File: config.mk
export PLATFORM = sky130hd
export DESIGN_NAME = mem_wb_stage_flat
export DESIGN_NICKNAME = d
export VERILOG_FILES = /design/src/rtl/mem_wb_stage_pkg.sv /design/src/rtl/mem_wb_stage_if.sv /design/src/rtl/mem_wb_register.sv /design/src/rtl/mem_wb_stage.sv /design/src/flat_wrapper.sv
export SDC_FILE = /design/constraint.sdc
export NUM_CORES = 1
export LEC_CHECK = 0
export BUFFER_PORTS_ARGS = -buffer_cell sky130_fd_sc_hd__buf_2
export CAP_MARGIN = 20
export CORE_UTILIZATION = 42
export CTS_CLUSTER_SIZE = 10
export DETAILED_ROUTE_END_ITERATION = 16
export PLACE_DENSITY = 0.8
export SYNTH_ARGS = -nofsm -noshare
export SYNTH_HDL_FRONTEND = slang
export SYNTH_SLANG_ARGS = --single-unit
File: constraint.sdc
create_clock -name clk -period 2.62 [get_ports clk]
set_clock_uncertainty 0.15 [all_clocks]
set_input_delay 0.131 -clock clk [delete_from_list [all_inputs] [get_ports clk]]
set_output_delay 0.131 -clock clk [all_outputs]
set_load 0.03 [all_outputs]
File: src/rtl/mem_wb_stage_pkg.sv
// rtl/mem_wb_stage_pkg.sv - shared widths, state encoding and address helper for the MEM/WB slice
package mem_wb_stage_pkg;
  localparam int REG_ADDR_W = 5;
  localparam int DATA_W     = 32;

  localparam logic S_IDLE = 1'b0;
  localparam logic S_WAIT = 1'b1;

  typedef enum logic {
    ST_IDLE = S_IDLE,
    ST_WAIT = S_WAIT
  } state_e;

  // Data memory is word-addressed; the byte offset of the ALU result is dropped.
  function automatic logic [DATA_W-1:0] word_addr(input logic [DATA_W-1:0] a);
    return {a[DATA_W-1:2], 2'b00};
  endfunction
endpackage

File: src/rtl/mem_wb_stage_if.sv
// rtl/mem_wb_stage_if.sv - data-memory req/ack bus between the MEM stage and memory
interface mem_wb_stage_if;
  import mem_wb_stage_pkg::*;

  logic              dm_req;
  logic              dm_we;
  logic [DATA_W-1:0] dm_addr;
  logic [DATA_W-1:0] dm_wdata;
  logic [DATA_W-1:0] dm_rdata;
  logic              dm_ack;

  modport master (
    output dm_req, dm_we, dm_addr, dm_wdata,
    input  dm_rdata, dm_ack
  );

  modport slave (
    input  dm_req, dm_we, dm_addr, dm_wdata,
    output dm_rdata, dm_ack
  );
endinterface

File: src/rtl/mem_wb_register.sv
// rtl/mem_wb_register.sv - MEM/WB flop bank with bubble insertion and selective load-data update
module mem_wb_register
  import mem_wb_stage_pkg::*;
(
  input  logic                  clk,
  input  logic                  clrn,
  input  logic                  bubble_i,
  input  logic                  mo_we_i,
  input  logic                  wreg_i,
  input  logic                  m2reg_i,
  input  logic [DATA_W-1:0]     mo_i,
  input  logic [DATA_W-1:0]     alu_i,
  input  logic [REG_ADDR_W-1:0] rn_i,
  output logic                  wreg_o,
  output logic                  m2reg_o,
  output logic [DATA_W-1:0]     mo_o,
  output logic [DATA_W-1:0]     alu_o,
  output logic [REG_ADDR_W-1:0] rn_o
);
  logic                  wreg_q;
  logic                  m2reg_q;
  logic [DATA_W-1:0]     mo_q;
  logic [DATA_W-1:0]     alu_q;
  logic [REG_ADDR_W-1:0] rn_q;

  always_ff @(posedge clk or negedge clrn) begin
    if (!clrn) begin
      wreg_q  <= 1'b0;
      m2reg_q <= 1'b0;
      mo_q    <= '0;
      alu_q   <= '0;
      rn_q    <= '0;
    end else if (bubble_i) begin
      // Only the write enables are killed; the data fields hold their last values.
      wreg_q  <= 1'b0;
      m2reg_q <= 1'b0;
    end else begin
      wreg_q  <= wreg_i;
      m2reg_q <= m2reg_i;
      alu_q   <= alu_i;
      rn_q    <= rn_i;
      if (mo_we_i) mo_q <= mo_i;
    end
  end

  assign wreg_o  = wreg_q;
  assign m2reg_o = m2reg_q;
  assign mo_o    = mo_q;
  assign alu_o   = alu_q;
  assign rn_o    = rn_q;
endmodule

File: src/rtl/mem_wb_stage.sv
// rtl/mem_wb_stage.sv - MEM stage: data-memory req/ack FSM with timeout, upstream stall, MEM/WB register
module mem_wb_stage
  import mem_wb_stage_pkg::*;
#(
  parameter int                MAX_WAIT = 15,
  parameter logic [DATA_W-1:0] ERR_DATA = 32'h0000_0000
) (
  input  logic                  clk,
  input  logic                  clrn,
  input  logic                  mem_wreg,
  input  logic                  mem_m2reg,
  input  logic                  mem_wmem,
  input  logic [DATA_W-1:0]     mem_alu,
  input  logic [DATA_W-1:0]     mem_b,
  input  logic [REG_ADDR_W-1:0] mem_rn,
  mem_wb_stage_if.master        dm,
  output logic                  mem_stall,
  output logic                  wb_wreg,
  output logic                  wb_m2reg,
  output logic [DATA_W-1:0]     wb_mo,
  output logic [DATA_W-1:0]     wb_alu,
  output logic [REG_ADDR_W-1:0] wb_rn,
  output logic                  bus_err
);
  state_e      state_q, state_d;
  logic [7:0]  cnt_q, cnt_d;
  logic        bus_err_q;
  logic        acc;
  logic        req_raw;
  logic        stall_raw;
  logic        done_ok;
  logic        done_to;

  assign acc = mem_m2reg | mem_wmem;

  always_comb begin
    state_d   = state_q;
    cnt_d     = cnt_q;
    req_raw   = 1'b0;
    stall_raw = 1'b0;
    done_ok   = 1'b0;
    done_to   = 1'b0;
    unique case (state_q)
      ST_IDLE: begin
        if (acc) begin
          req_raw = 1'b1;
          if (dm.dm_ack) begin
            done_ok = 1'b1;
          end else begin
            stall_raw = 1'b1;
            state_d   = ST_WAIT;
            cnt_d     = 8'd1;
          end
        end
      end
      ST_WAIT: begin
        req_raw = 1'b1;
        if (dm.dm_ack) begin
          done_ok = 1'b1;
          state_d = ST_IDLE;
          cnt_d   = 8'd0;
        end else if (cnt_q == 8'(MAX_WAIT)) begin
          done_to = 1'b1;
          state_d = ST_IDLE;
          cnt_d   = 8'd0;
        end else begin
          stall_raw = 1'b1;
          cnt_d     = cnt_q + 8'd1;
        end
      end
      default: state_d = ST_IDLE;
    endcase
  end

  always_ff @(posedge clk or negedge clrn) begin
    if (!clrn) begin
      state_q   <= ST_IDLE;
      cnt_q     <= 8'd0;
      bus_err_q <= 1'b0;
    end else begin
      state_q <= state_d;
      cnt_q   <= cnt_d;
      if (done_to) bus_err_q <= 1'b1;
    end
  end

  // Reset must drop the request immediately, even though inputs may still show an access.
  assign dm.dm_req   = req_raw & clrn;
  assign dm.dm_we    = mem_wmem & dm.dm_req;
  assign dm.dm_addr  = word_addr(mem_alu);
  assign dm.dm_wdata = mem_b;
  assign mem_stall   = stall_raw & clrn;
  assign bus_err     = bus_err_q;

  mem_wb_register u_wb_reg (
    .clk      (clk),
    .clrn     (clrn),
    .bubble_i (mem_stall),
    .mo_we_i  (mem_m2reg & (done_ok | done_to)),
    .wreg_i   (mem_wreg),
    .m2reg_i  (mem_m2reg),
    .mo_i     (done_to ? ERR_DATA : dm.dm_rdata),
    .alu_i    (mem_alu),
    .rn_i     (mem_rn),
    .wreg_o   (wb_wreg),
    .m2reg_o  (wb_m2reg),
    .mo_o     (wb_mo),
    .alu_o    (wb_alu),
    .rn_o     (wb_rn)
  );
endmodule

File: src/flat_wrapper.sv
// flat-port wrapper written by rule: the top's interface ports become plain ports
module mem_wb_stage_flat import mem_wb_stage_pkg::*;
#(
  parameter int                MAX_WAIT = 15,
  parameter logic [DATA_W-1:0] ERR_DATA = 32'h0000_0000
)
  (clk, clrn, mem_wreg, mem_m2reg, mem_wmem, mem_alu, mem_b, mem_rn, mem_stall, wb_wreg, wb_m2reg, wb_mo, wb_alu, wb_rn, bus_err, dm_dm_req, dm_dm_we, dm_dm_addr, dm_dm_wdata, dm_dm_rdata, dm_dm_ack);
  mem_wb_stage_if dm_i ();
  input  logic clk;
  input  logic clrn;
  input  logic mem_wreg;
  input  logic mem_m2reg;
  input  logic mem_wmem;
  input  logic [DATA_W-1:0] mem_alu;
  input  logic [DATA_W-1:0] mem_b;
  input  logic [REG_ADDR_W-1:0] mem_rn;
  output logic mem_stall;
  output logic wb_wreg;
  output logic wb_m2reg;
  output logic [DATA_W-1:0] wb_mo;
  output logic [DATA_W-1:0] wb_alu;
  output logic [REG_ADDR_W-1:0] wb_rn;
  output logic bus_err;
  output wire logic [$bits(dm_i.dm_req)-1:0] dm_dm_req;
  output wire logic [$bits(dm_i.dm_we)-1:0] dm_dm_we;
  output wire logic [$bits(dm_i.dm_addr)-1:0] dm_dm_addr;
  output wire logic [$bits(dm_i.dm_wdata)-1:0] dm_dm_wdata;
  input wire logic [$bits(dm_i.dm_rdata)-1:0] dm_dm_rdata;
  input wire logic [$bits(dm_i.dm_ack)-1:0] dm_dm_ack;
  assign dm_dm_req = dm_i.dm_req;
  assign dm_dm_we = dm_i.dm_we;
  assign dm_dm_addr = dm_i.dm_addr;
  assign dm_dm_wdata = dm_i.dm_wdata;
  assign dm_i.dm_rdata = dm_dm_rdata;
  assign dm_i.dm_ack = dm_dm_ack;
  mem_wb_stage #(.MAX_WAIT(MAX_WAIT), .ERR_DATA(ERR_DATA)) u_core (.clk(clk), .clrn(clrn), .mem_wreg(mem_wreg), .mem_m2reg(mem_m2reg), .mem_wmem(mem_wmem), .mem_alu(mem_alu), .mem_b(mem_b), .mem_rn(mem_rn), .dm(dm_i), .mem_stall(mem_stall), .wb_wreg(wb_wreg), .wb_m2reg(wb_m2reg), .wb_mo(wb_mo), .wb_alu(wb_alu), .wb_rn(wb_rn), .bus_err(bus_err));
endmodule
==> results.md <==
Detailed routing:
- The via count normalized by instance count is 4.93.
- Summed over all layers, the routed wires come to 9.10 mm.
- After detailed routing, the number of remaining DRC violations is 0.
- The number of optimization iterations in the first detailed-route pass is 4.
- Once detail routing completed, the nets flagged for antenna violations numbered 0.
- In the final routed layout, each cell accounts on average for 15.7 um.
- For this block, the via count after detailed routing is 2865.
- In this run, the number of DRC markers left after iteration 0 of detailed routing was 76.

Clocking:
- The tree is rooted in a sky130_fd_sc_hd__clkbuf_8.
- Buffers inserted during clock tree synthesis total 9.
- The count of H-tree levels built during CTS is 3.
- The clock-pin transition on the worst setup and hold timing paths is 80 ps.
- The number of sinks handled by clock tree synthesis is 81.
- The clock network latency to the later pin of the worst-skew pair is 340 ps.
- The longest clock path from root to sink contains 2 buffers.
- TritonCTS built the clock tree.

Logic synthesis:
- The share of synthesized area occupied by flip-flops and latches is 53.7%.
- Synthesis inferred 81 register bits.
- The count of unique library cells instantiated by Yosys is 35.
- The total number of yosys warnings is 0.
- The synthesized netlist cell count is 275.
- The mapped cell area is 0.00377 mm2.
- The mean instance size in the synthesized netlist is 13.7 um2.

Place:
- Counting tap cells, the placed design contains a total of 491 instances.
- Before CTS, the worst setup slack after placement is 465 ps.
- Buffers placed on the I/O ports in this run total 179.
- The global placement routability congestion is 0.798.
- The HPWL after detailed placement is 5.62 mm.

Floorplan:
- The die height is 96.8 um.
- The initial utilization of the core area, before any placement, comes to 43.3%.
- In this run the count of I/O pins placed on the die edge is 246.
- The region available for standard cell placement spans 0.00872 mm2.
- The die covers 0.00936 mm2.
- The number of standard-cell rows in the floorplan is 34.
- The die is 96.8 um wide.

Worst setup path:
- The end point of the critical path is mem_stall.
- For the worst setup path, the data required time is 2340 ps.
- The slowest stage of the critical path belongs to the cell sky130_fd_sc_hd__dfrtp_1.
- On the worst path, the slowest cell contributes a delay of 410 ps.
- The critical path starts at u_core.cnt_q[0]$_DFFE_PN0P_.
- The startpoint identified for the worst register-to-register timing path is u_core.cnt_q[0]$_DFFE_PN0P_.
- The number of cell instances on the worst register-to-register path is 6.
- The startpoint type of the worst setup path is a flip-flop.
- The register-to-register setup slack is 440 ps.
- Walking the worst path, the cells encountered are ha_1 > and3_1 > a31o_4 > nor2b_4 > buf_12 > buf_2.
- The arrival time of data at the critical path endpoint is 2160 ps.
- The worst register-to-register path ends at u_core.u_wb_reg.alu_o[27]$_DFFE_PN0N_.
- The highest net fanout along the worst path is 40.
- The kind of end point of the critical path is an output port.
- The critical path is of the flip-flop to output port type.

STA:
- Setup violations remaining at the end of the flow were counted as 0.
- The relative max-transition margin is 61.3%.
- Setup repair after global routing left no endpoint under its margin.
- The count of final max-slew check failures is 0.
- After routing, the total negative slack on setup checks comes to 0 ps.
- The share of the clock period used by the worst path is 93.2%.
- The highest clock rate is 410 MHz.
- The slew at the pin with the worst max-slew slack is 580 ps.
- The shortest clock period the worst path allows after layout is 2440 ps.
- The hold violation count in the final report is 0.
- After layout, the worst setup slack is 179 ps.

Global routing:
- The initial antenna violation count is 0.
- The first global-routing pass estimated 14.9 mm of wire.
- The via count of the first global-routing pass is 2956.
- The total congestion overflow after global routing is 0.
- The largest net degree at the start of global routing is 45.
- Global routing consumed, over all layers together, 20.0% of the routing resources.

Power:
- The analysis attributes to net switching a power of 1.01 mW.
- The worst-case IR drop observed on VDD is 284 uV.
- In this run, the clock network consumes 30.4% of the power.
- The leakage power is 2.72 nW.
- The cell-internal power is 2.28 mW.
- Per report_power, the sequential group accounts for 43.9% of the total.
- The switching part of the total is 30.6%.
- The portion of total power attributed to combinational logic is 25.7%.
- Dividing total power by cell area gives a power density of 624 mW/mm2.

Finish:
- The net count of the finished layout is 577.
- The finished layout holds 581 standard cells, fillers aside.
- The area overhead of the layout relative to synthesis is 39.3%.
- Cells with a size suffix above 1 make up 51.4% of the layout.
- 0 antenna diodes ended up in the layout.

Run:
- The number of max-cap violations is 0.

Outcome:
- The flow ran to the end, and the final reports show no timing, DRC or antenna violations.

Worst hold path:
- The path type of the worst min-delay path is input pin to flip-flop.
-- cells in the mapped netlist --
cell type	number	area, um2
sky130_fd_sc_hd__dfrtp_1	81	2030
sky130_fd_sc_hd__buf_4	64	480
sky130_fd_sc_hd__mux2_4	37	556
sky130_fd_sc_hd__a22o_1	33	289
sky130_fd_sc_hd__nand2_1	5	18.8
sky130_fd_sc_hd__buf_8	4	60.1
sky130_fd_sc_hd__clkbuf_1	4	15.0
sky130_fd_sc_hd__nor2_1	4	15.0
sky130_fd_sc_hd__o21ai_0	4	20.0
sky130_fd_sc_hd__a21oi_1	3	15.0
sky130_fd_sc_hd__a31oi_1	3	18.8
sky130_fd_sc_hd__buf_2	3	15.0
sky130_fd_sc_hd__nor2b_1	3	18.8
sky130_fd_sc_hd__and2_1	2	12.5
sky130_fd_sc_hd__and3_1	2	12.5
sky130_fd_sc_hd__inv_1	2	7.51
sky130_fd_sc_hd__nand2b_1	2	12.5
sky130_fd_sc_hd__nand3_1	2	10.0
sky130_fd_sc_hd__a31o_4	1	17.5
sky130_fd_sc_hd__a32o_1	1	10.0
sky130_fd_sc_hd__a41o_2	1	11.3
sky130_fd_sc_hd__a41oi_1	1	8.76
sky130_fd_sc_hd__and3_2	1	7.51
sky130_fd_sc_hd__buf_6	1	11.3
sky130_fd_sc_hd__conb_1	1	3.75
sky130_fd_sc_hd__ha_1	1	12.5
sky130_fd_sc_hd__nor2b_4	1	13.8
sky130_fd_sc_hd__nor3_1	1	5.00
sky130_fd_sc_hd__nor4_4	1	21.3
sky130_fd_sc_hd__o21ba_2	1	10.0
sky130_fd_sc_hd__o22ai_1	1	6.26
sky130_fd_sc_hd__or2_2	1	6.26
sky130_fd_sc_hd__or3_1	1	6.26
sky130_fd_sc_hd__xnor2_1	1	8.76
sky130_fd_sc_hd__xor2_1	1	8.76
-- routing by layer --
metal,global-route usage [%],vias up,part of all wire (%)
met5,0,-,0
met4,10.4,0,3.0
met3,4.34,27,6.0
met2,33.7,150,50
met1,23.9,1405,41
li1,-,1283,-
-- how the worst min path moves through the flow --
stage,startpoint,to,depth (start not counted)
after detailed placement,clrn,u_core.u_wb_reg.alu_o[3]$_DFFE_PN0N_,2
after global routing,dm_dm_ack,u_core.bus_err$_DFFE_PN0P_,3
after CTS,dm_dm_ack,u_core.bus_err$_DFFE_PN0P_,3
final,dm_dm_ack,u_core.bus_err$_DFFE_PN0P_,3
after global placement,clrn,u_core.u_wb_reg.alu_o[1]$_DFFE_PN0N_,2
after floorplan,clrn,u_core.bus_err$_DFFE_PN0P_,0
-- cells in the final DEF, fill, tap and decap left out, types with 2 or more instances in the layout --
cell type and n:
sky130_fd_sc_hd__a21oi_1 3, sky130_fd_sc_hd__a22o_1 33, sky130_fd_sc_hd__a31oi_1 3, sky130_fd_sc_hd__and2_1 2
sky130_fd_sc_hd__and3_1 2, sky130_fd_sc_hd__buf_2 178, sky130_fd_sc_hd__buf_4 4, sky130_fd_sc_hd__bufinv_16 2
sky130_fd_sc_hd__clkbuf_8 10, sky130_fd_sc_hd__clkinvlp_4 2, sky130_fd_sc_hd__conb_1 2, sky130_fd_sc_hd__dfrtp_1 81
sky130_fd_sc_hd__dlygate4sd3_1 74, sky130_fd_sc_hd__inv_1 2, sky130_fd_sc_hd__mux2_4 37, sky130_fd_sc_hd__nand2_1 5
sky130_fd_sc_hd__nand2b_1 2, sky130_fd_sc_hd__nand3_1 2, sky130_fd_sc_hd__nor2_1 4, sky130_fd_sc_hd__nor2b_1 3
sky130_fd_sc_hd__o21ai_0 4
-- timing repair --
item,CTS,global route
hold buffers,74,0
gates resized for setup,0,0
endpoints found under the hold margin,153,0
buffers inserted,0,0
-- through the flow --
| step | util (%) | total power [mW] | hold WS, ps | cell area [um2] |
|---|---|---|---|---|
| final | 60.3 | 3.28 | 67.5 | 5260 |
| after global routing | 60.3 | 3.43 | 58.8 | 5260 |
| after CTS | 60.0 | 3.31 | 30.5 | 5230 |
| after detailed placement | 49.0 | 2.21 | 107 | 4270 |
| after global placement | 49.0 | 2.19 | 97.3 | 4270 |
| after floorplan | - | 2.07 | -315 | 3780 |
-- logic make-up (layout without fill, tap and decap cells) --
| family | count (synthesis) | in the layout | synth area share, % |
|---|---|---|---|
| DFF | 81 | 81 | 53.7 |
| buffers and inverters | 78 | 275 | 15.6 |
| AOI/OAI and AO/OA | 49 | 49 | 10.8 |
| muxes | 37 | 37 | 14.7 |
| and+or+nand+nor | 26 | 26 | 4.25 |
| xor gates and xnor gates | 2 | 2 | 0.464 |
| adders and majority gates | 1 | 1 | 0.332 |
| other | 1 | 2 | 0.0994 |
-- area by class of cell --
type / count / area [um2]
clock buffer: 10 / 138
clock inverter: 5 / 80.1
fill: 631 / 3460
inverter: 2 / 7.51
multi-input combinational: 117 / 1160
sequential: 81 / 2030
tap: 108 / 135
timing repair buffer: 258 / 1710
-- power groups by stage --
stage / Combinational, mW / Sequential, mW / Clock, mW
4_1_cts: 0.836 / 1.44 / 1.04
3_3_place_gp: 0.736 / 1.46 / 0
6_report: 0.845 / 1.44 / 0.997
2_1_floorplan: 0.388 / 1.68 / 0
3_5_place_dp: 0.753 / 1.46 / 0
5_1_grt: 0.892 / 1.45 / 1.08
-- registers in the layout (all words and copies together), names as in the netlist --
register / flops
u_core.u_wb_reg.alu_o: 32
u_core.u_wb_reg.mo_o: 32
u_core.cnt_q: 8
u_core.u_wb_reg.rn_o: 5
u_core.bus_err: 1
u_core.state_q: 1
u_core.u_wb_reg.m2reg_o: 1
u_core.u_wb_reg.wreg_o: 1
-- worst max-delay path: cells and delay by family, from the launching register on --
| family | cells | cell delay, ps |
|---|---|---|
| compound gates | 1 | 270 |
| buf+inv | 2 | 530 |
| simple gates | 2 | 350 |
| fa+ha+maj | 1 | 230 |
| flops | 1 | 410 |
Note: power is estimated with default switching activity, not from simulation.
